<file path="src/rtl/frm_invert.sv">
// Output-side dark-mode pixel stage: fades RGB colour inversion in and out across frames
// using a blend factor that only moves on the vertical-sync falling edge.
module frm_invert #(
  parameter int unsigned FW   = 4,
  parameter int unsigned STEP = 2
) (
  input  logic        clk_i,
  input  logic        rst_i,
  input  logic        vs_i,
  input  logic        hs_i,
  input  logic        de_i,
  input  logic [23:0] data_i,
  input  logic        rx_i,
  output logic        vs_o,
  output logic        hs_o,
  output logic        de_o,
  output logic [23:0] data_o,
  output logic [1:0]  state_o
);

  localparam int unsigned AW   = FW + 1;
  localparam int unsigned FULL = 32'(1) << FW;
  localparam int unsigned DW   = 10;
  localparam int unsigned PW   = DW + AW + 1;
  localparam int unsigned YW   = PW + 1;

  typedef enum logic [1:0] {
    S_IDLE     = 2'd0,
    S_FADE_IN  = 2'd1,
    S_ON       = 2'd2,
    S_FADE_OUT = 2'd3
  } state_t;

  state_t          state_q, state_d;
  logic [AW-1:0]   alpha_q, alpha_d;
  logic [AW-1:0]   alpha_up, alpha_dn;
  logic [31:0]     a_plus;
  logic            vs_q;
  logic            fe;

  logic            vs_s1_q, hs_s1_q, de_s1_q;
  logic [23:0]     c_q;
  logic [2:0][PW-1:0] p_q, p_d;
  logic [23:0]     y_d;

  logic [7:0]          c1;
  logic signed [DW-1:0] d1;
  logic signed [AW:0]  a_s;
  logic signed [PW-1:0] sh;
  logic signed [YW-1:0] y;

  // Frame edge: vs falling; the frame buffer freezes rx_i on this same event.
  assign fe      = vs_q & ~vs_i;
  assign state_o = state_q;

  always_ff @(posedge clk_i) begin
    if (rst_i) begin
      state_q <= S_IDLE;
      alpha_q <= '0;
      vs_q    <= 1'b0;
    end else begin
      state_q <= state_d;
      alpha_q <= alpha_d;
      vs_q    <= vs_i;
    end
  end

  // Fade FSM: alpha moves by STEP per frame, saturating at 0 and FULL.
  always_comb begin
    state_d  = state_q;
    alpha_d  = alpha_q;
    a_plus   = 32'(alpha_q) + STEP;
    alpha_up = (a_plus >= FULL) ? AW'(FULL) : AW'(a_plus);
    alpha_dn = (32'(alpha_q) <= STEP) ? '0 : AW'(32'(alpha_q) - STEP);
    if (fe) begin
      case (state_q)
        S_IDLE: begin
          if (rx_i) begin
            state_d = S_FADE_IN;
            alpha_d = alpha_up;
          end
        end
        S_FADE_IN: begin
          if (rx_i) begin
            alpha_d = alpha_up;
            state_d = (32'(alpha_up) == FULL) ? S_ON : S_FADE_IN;
          end else begin
            alpha_d = alpha_dn;
            state_d = S_FADE_OUT;
          end
        end
        S_ON: begin
          if (!rx_i) begin
            alpha_d = alpha_dn;
            state_d = S_FADE_OUT;
          end
        end
        S_FADE_OUT: begin
          if (!rx_i) begin
            alpha_d = alpha_dn;
            state_d = (alpha_dn == '0) ? S_IDLE : S_FADE_OUT;
          end else begin
            alpha_d = alpha_up;
            state_d = S_FADE_IN;
          end
        end
        default: begin
          state_d = S_IDLE;
          alpha_d = '0;
        end
      endcase
    end
  end

  // Stage 1: p = (255 - 2c) * alpha per channel, using the alpha current at entry.
  always_comb begin
    p_d = '0;
    c1  = '0;
    d1  = '0;
    a_s = $signed({1'b0, alpha_q});
    for (int i = 0; i < 3; i++) begin
      c1     = data_i[8*i +: 8];
      d1     = $signed(10'd255 - {1'b0, c1, 1'b0});
      p_d[i] = PW'(PW'(d1) * PW'(a_s));
    end
  end

  // Stage 2: y = c + floor(p / 2**FW), clamped to a byte.
  always_comb begin
    y_d = '0;
    sh  = '0;
    y   = '0;
    for (int i = 0; i < 3; i++) begin
      sh = $signed(p_q[i]) >>> FW;
      y  = YW'($signed({1'b0, c_q[8*i +: 8]})) + YW'(sh);
      if (y[YW-1]) begin
        y_d[8*i +: 8] = 8'h00;
      end else if (|y[YW-2:8]) begin
        y_d[8*i +: 8] = 8'hFF;
      end else begin
        y_d[8*i +: 8] = y[7:0];
      end
    end
  end

  always_ff @(posedge clk_i) begin
    if (rst_i) begin
      vs_s1_q <= 1'b0;
      hs_s1_q <= 1'b0;
      de_s1_q <= 1'b0;
      c_q     <= '0;
      p_q     <= '0;
      vs_o    <= 1'b0;
      hs_o    <= 1'b0;
      de_o    <= 1'b0;
      data_o  <= '0;
    end else begin
      vs_s1_q <= vs_i;
      hs_s1_q <= hs_i;
      de_s1_q <= de_i;
      c_q     <= data_i;
      p_q     <= p_d;
      vs_o    <= vs_s1_q;
      hs_o    <= hs_s1_q;
      de_o    <= de_s1_q;
      data_o  <= y_d;
    end
  end

endmodule
</file>
<file path="config.mk">
export PLATFORM = sky130hd
export DESIGN_NAME = frm_invert
export DESIGN_NICKNAME = d
export VERILOG_FILES = /design/src/rtl/frm_invert.sv
export SDC_FILE = /design/constraint.sdc
export NUM_CORES = 1
export LEC_CHECK = 0
export ABC_AREA = 0
export CORE_ASPECT_RATIO = 2
export CORE_MARGIN = 1.5
export CORE_UTILIZATION = 50
export CTS_CLUSTER_SIZE = 28
export DETAILED_ROUTE_END_ITERATION = 12
export GPL_TIMING_DRIVEN = 0
export PLACE_DENSITY = 0.74
export SETUP_SLACK_MARGIN = 0.3
export SLEW_MARGIN = 20
export SYNTH_ARGS = -nofsm -noshare
export SYNTH_HDL_FRONTEND = slang
export SYNTH_SLANG_ARGS = --single-unit
</file>
<file path="constraint.sdc">
create_clock -name clk_i -period 5.1 [get_ports clk_i]
set_input_delay 0.765 -clock clk_i [delete_from_list [all_inputs] [get_ports clk_i]]
set_output_delay 0.765 -clock clk_i [all_outputs]
set_load 0.1 [all_outputs]
</file>
==> results.sh <==
export IMPL_status="finished, final reports clean"
export IMPL_die_w_um=98.6
export IMPL_fin_skew_ns=0.0127
export IMPL_clk_latency_ns=0.36
export IMPL_final_cell_mix="nor2_1, inv_1, ha_1"
export IMPL_relSlewSlack_pct=34.7
export IMPL_diodes=0
export IMPL_cp_common_cell="fa_1"
export IMPL_drt_iter0_drc=363
export IMPL_rsz0062_at_grt="yes"
export IMPL_synth_nets=1283
export IMPL_crit_buf_inv=3
export IMPL_p_clk_share_pct=36.5
export IMPL_synth_cell_types=69
export IMPL_cts_hold_buf=0
export IMPL_fin_nets=1352
export IMPL_clockBufferDepth=2
export IMPL_switching_share_pct=31.8
export IMPL_syn_to_final_growth_pct=13.0
export IMPL_rows=69
export IMPL_clock_fmax_mhz=214
export IMPL_critPathMaxFanout=6
export IMPL_slew_viol_final=0
export IMPL_ys_flop_type="dfxtp_1"
export IMPL_crit_path_max_incr_delay_ns=0.63
export IMPL_synthCells=1061
export IMPL_grt_max_degree=19
export IMPL_worst_path_dominant_cell_family="adder cells"
export IMPL_grt_pass1_wl_um=36400
export IMPL_p_leak_nw=5.10
export IMPL_tightest_slew_ns=0.976
export IMPL_core_um2=17800
export IMPL_place_congestion=0.932
export IMPL_gr_usage_all_layers_pct=23.7
export IMPL_syn_area_um2=9130
export IMPL_synth_edf_count=0
export IMPL_via_per_inst=5.65
export IMPL_period_minus_slack_ns=4.67
export IMPL_cts_sinks=97
export IMPL_internal_power_w=0.00124
export IMPL_synth_area_top_cells="dfxtp_1, fa_1, ha_1, nor2_1, inv_1"
export IMPL_hold_path_class="flip-flop to flip-flop"
export IMPL_total_power_w=0.00182
export IMPL_yosysTopAreaCellShare_pct=21.3
export IMPL_hold_viol=0
export IMPL_cp_cell_sequence="clkdlybuf4s50_1 -> nor2_1 -> fa_1 -> inv_1 -> fa_1 -> fa_1 -> inv_1 -> ha_1 -> a21o_1 -> a21o_1 -> a21oi_2 -> o21ai_1 -> o21ai_1 -> mux2_2"
export IMPL_end_kind="flip-flop"
export IMPL_chipHeight_um=194
export IMPL_cts_max_level=3
export IMPL_cts_root_buffer="clkbuf_16"
export IMPL_cts_tree="built"
export IMPL_synth_seq_cells=97
export IMPL_finalCritPeriodShare_pct=91.6
export IMPL_p_seq_share_pct=44.1
export IMPL_critPathKind="input pin to flip-flop"
export IMPL_ys_async_sr_fraction_pct=0
export IMPL_required_ns=5.35
export IMPL_p_comb_share_pct=19.4
export IMPL_drcViolationCount=0
export IMPL_drv_cap=0
export IMPL_setup_viol=0
export IMPL_dieArea_um2=19100
export IMPL_hpwl_um=17600
export IMPL_ant_nets=0
export IMPL_tns_ns=0
export IMPL_seq_area_frac_synth_pct=21.3
export IMPL_io_buffers=58
export IMPL_ir_worst_vdd_mv=0.137
export IMPL_drive_gt1_share_pct=5.20
export IMPL_cts_buffers=9
export IMPL_num_vias=7611
export IMPL_cp_start_kind="input pin"
export IMPL_start_util_pct=51.3
export IMPL_drtPass1Iterations=7
export IMPL_ios=59
export IMPL_arrival_ns=4.92
export IMPL_p_switching_w=0.000577
export IMPL_ys_warn_count=0
export IMPL_clk_pin_slew_worst_paths_ns=0.07
export IMPL_routed_wl_um=21600
export IMPL_slowest_stage="clkdlybuf4s50_1"
export IMPL_grt_overflow=0
export IMPL_grt_pass1_vias=8026
export IMPL_yosysTopAreaCell="dfxtp_1"
export IMPL_wl_per_cell_um=16.0
export IMPL_syn_area_per_cell_um2=8.61
export IMPL_final_common_cell="nor2_1"
export IMPL_antenna_found_initial=0
export IMPL_p_per_area_nw_per_um2=176
-- layer usage --
metal / wire, µm / share of wire [%] / GRT usage [%] / up-vias
met5: 0 / 0 / 0 / -
met4: 1150 / 5.3 / 14.0 / 0
met3: 678 / 3.1 / 2.52 / 80
met2: 12300 / 57 / 46.3 / 182
met1: 7460 / 35 / 23.1 / 3699
li1: - / - / - / 3650
-- state kept, by name (all words and copies together), names as in the netlist, 2 cells and up --
signal   flops
alpha_q      5
p_q         36
c_q         24
state_o      2
data_o      24
-- worst paths after layout --
| kind | start | slack [ns] | to | cells after the start |
|---|---|---|---|---|
| hold reg to reg | hs_s1_q | 0.44 | hs_o | 1 |
| setup reg to reg | alpha_q[4] | 0.47 | p_q[45] | 15 |
| setup / recovery | data_i[18] | 0.43 | p_q[45] | 14 |
| hold / removal | hs_s1_q | 0.44 | hs_o | 1 |
-- worst register-to-register path: cells and delay by family, from the launching register on --
kind | cells | cell delay (ns)
compound gates | 5 | 1.04
fa+ha+maj | 4 | 1.57
buf+inv | 4 | 0.86
flops | 1 | 0.55
mux | 1 | 0.36
simple gates | 1 | 0.16
-- cell families (layout without fill, tap and decap cells) --
logic type	count (synthesis)	after routing	synth area share [%]
fa+ha+maj	192	192	33.7
simple gates	330	330	17.2
mux	9	9	1.06
compound gates	199	199	14.7
xor+xnor	43	43	4.12
flops	97	97	21.3
buf+inv	191	265	7.92
-- Yosys cell counts, types with 3 or more instances --
cell and n:
a41oi_1 4, o21bai_1 3, o2111ai_1 3, nor2_1 164, mux2_2 5, o211ai_1 5, o21ai_0 28, xor2_1 23
dfxtp_1 97, nor3b_1 5, and2_1 7, nor3_1 13, nand2_1 36, ha_1 102, inv_1 159, and4_1 3
nand2b_1 14, buf_1 4, and3_1 4, a21oi_1 55, clkbuf_1 20, buf_2 5, a31oi_1 26, a21o_1 29
a211oi_1 5, o21a_1 5, nor2b_1 48, fa_1 90, nand3_1 15, xnor2_1 20, mux2i_1 4, nand4_1 6
nand3b_1 3
-- power by group through the flow --
stage	clock network [W]	registers, W	logic, W
after floorplan	0	0.000933	0.000125
after global placement	0	0.000818	0.000347
after detailed placement	0	0.000819	0.000351
after CTS	0.000668	0.000802	0.000353
after global routing	0.000701	0.000804	0.000378
final	0.000662	0.000801	0.000352
-- repair_timing --
item / CTS / global route
gates resized for setup: 16 / 20
endpoints found under the setup margin: 22 / 9
hold endpoints to repair: 0 / 0
setup buffers: 0 / 0
-- stage by stage --
step	cell area, µm²	setup slack (ns)	instances	hold slack [ns]	utilization, %
after floorplan	9130	0.491	1061	0.414	-
after global placement	9980	-0.393	1332	0.421	56.1
after detailed placement	9980	-0.443	1332	0.434	56.1
after CTS	10300	0.301	1348	0.452	57.9
after global routing	10300	0.280	1348	0.462	58.0
final	10300	0.431	1348	0.445	58.0
-- cell type report --
class | instances | area (µm²)
Multi-Input combinational cell | 773 | 6490
Clock buffer | 9 | 225
Sequential cell | 97 | 1950
Buffer | 29 | 133
Timing Repair Buffer | 58 | 583
Fill cell | 1606 | 7460
Clock inverter | 7 | 66.3
Inverter | 162 | 609
Tap cell | 213 | 267
Power figures use the tool's default switching activity.
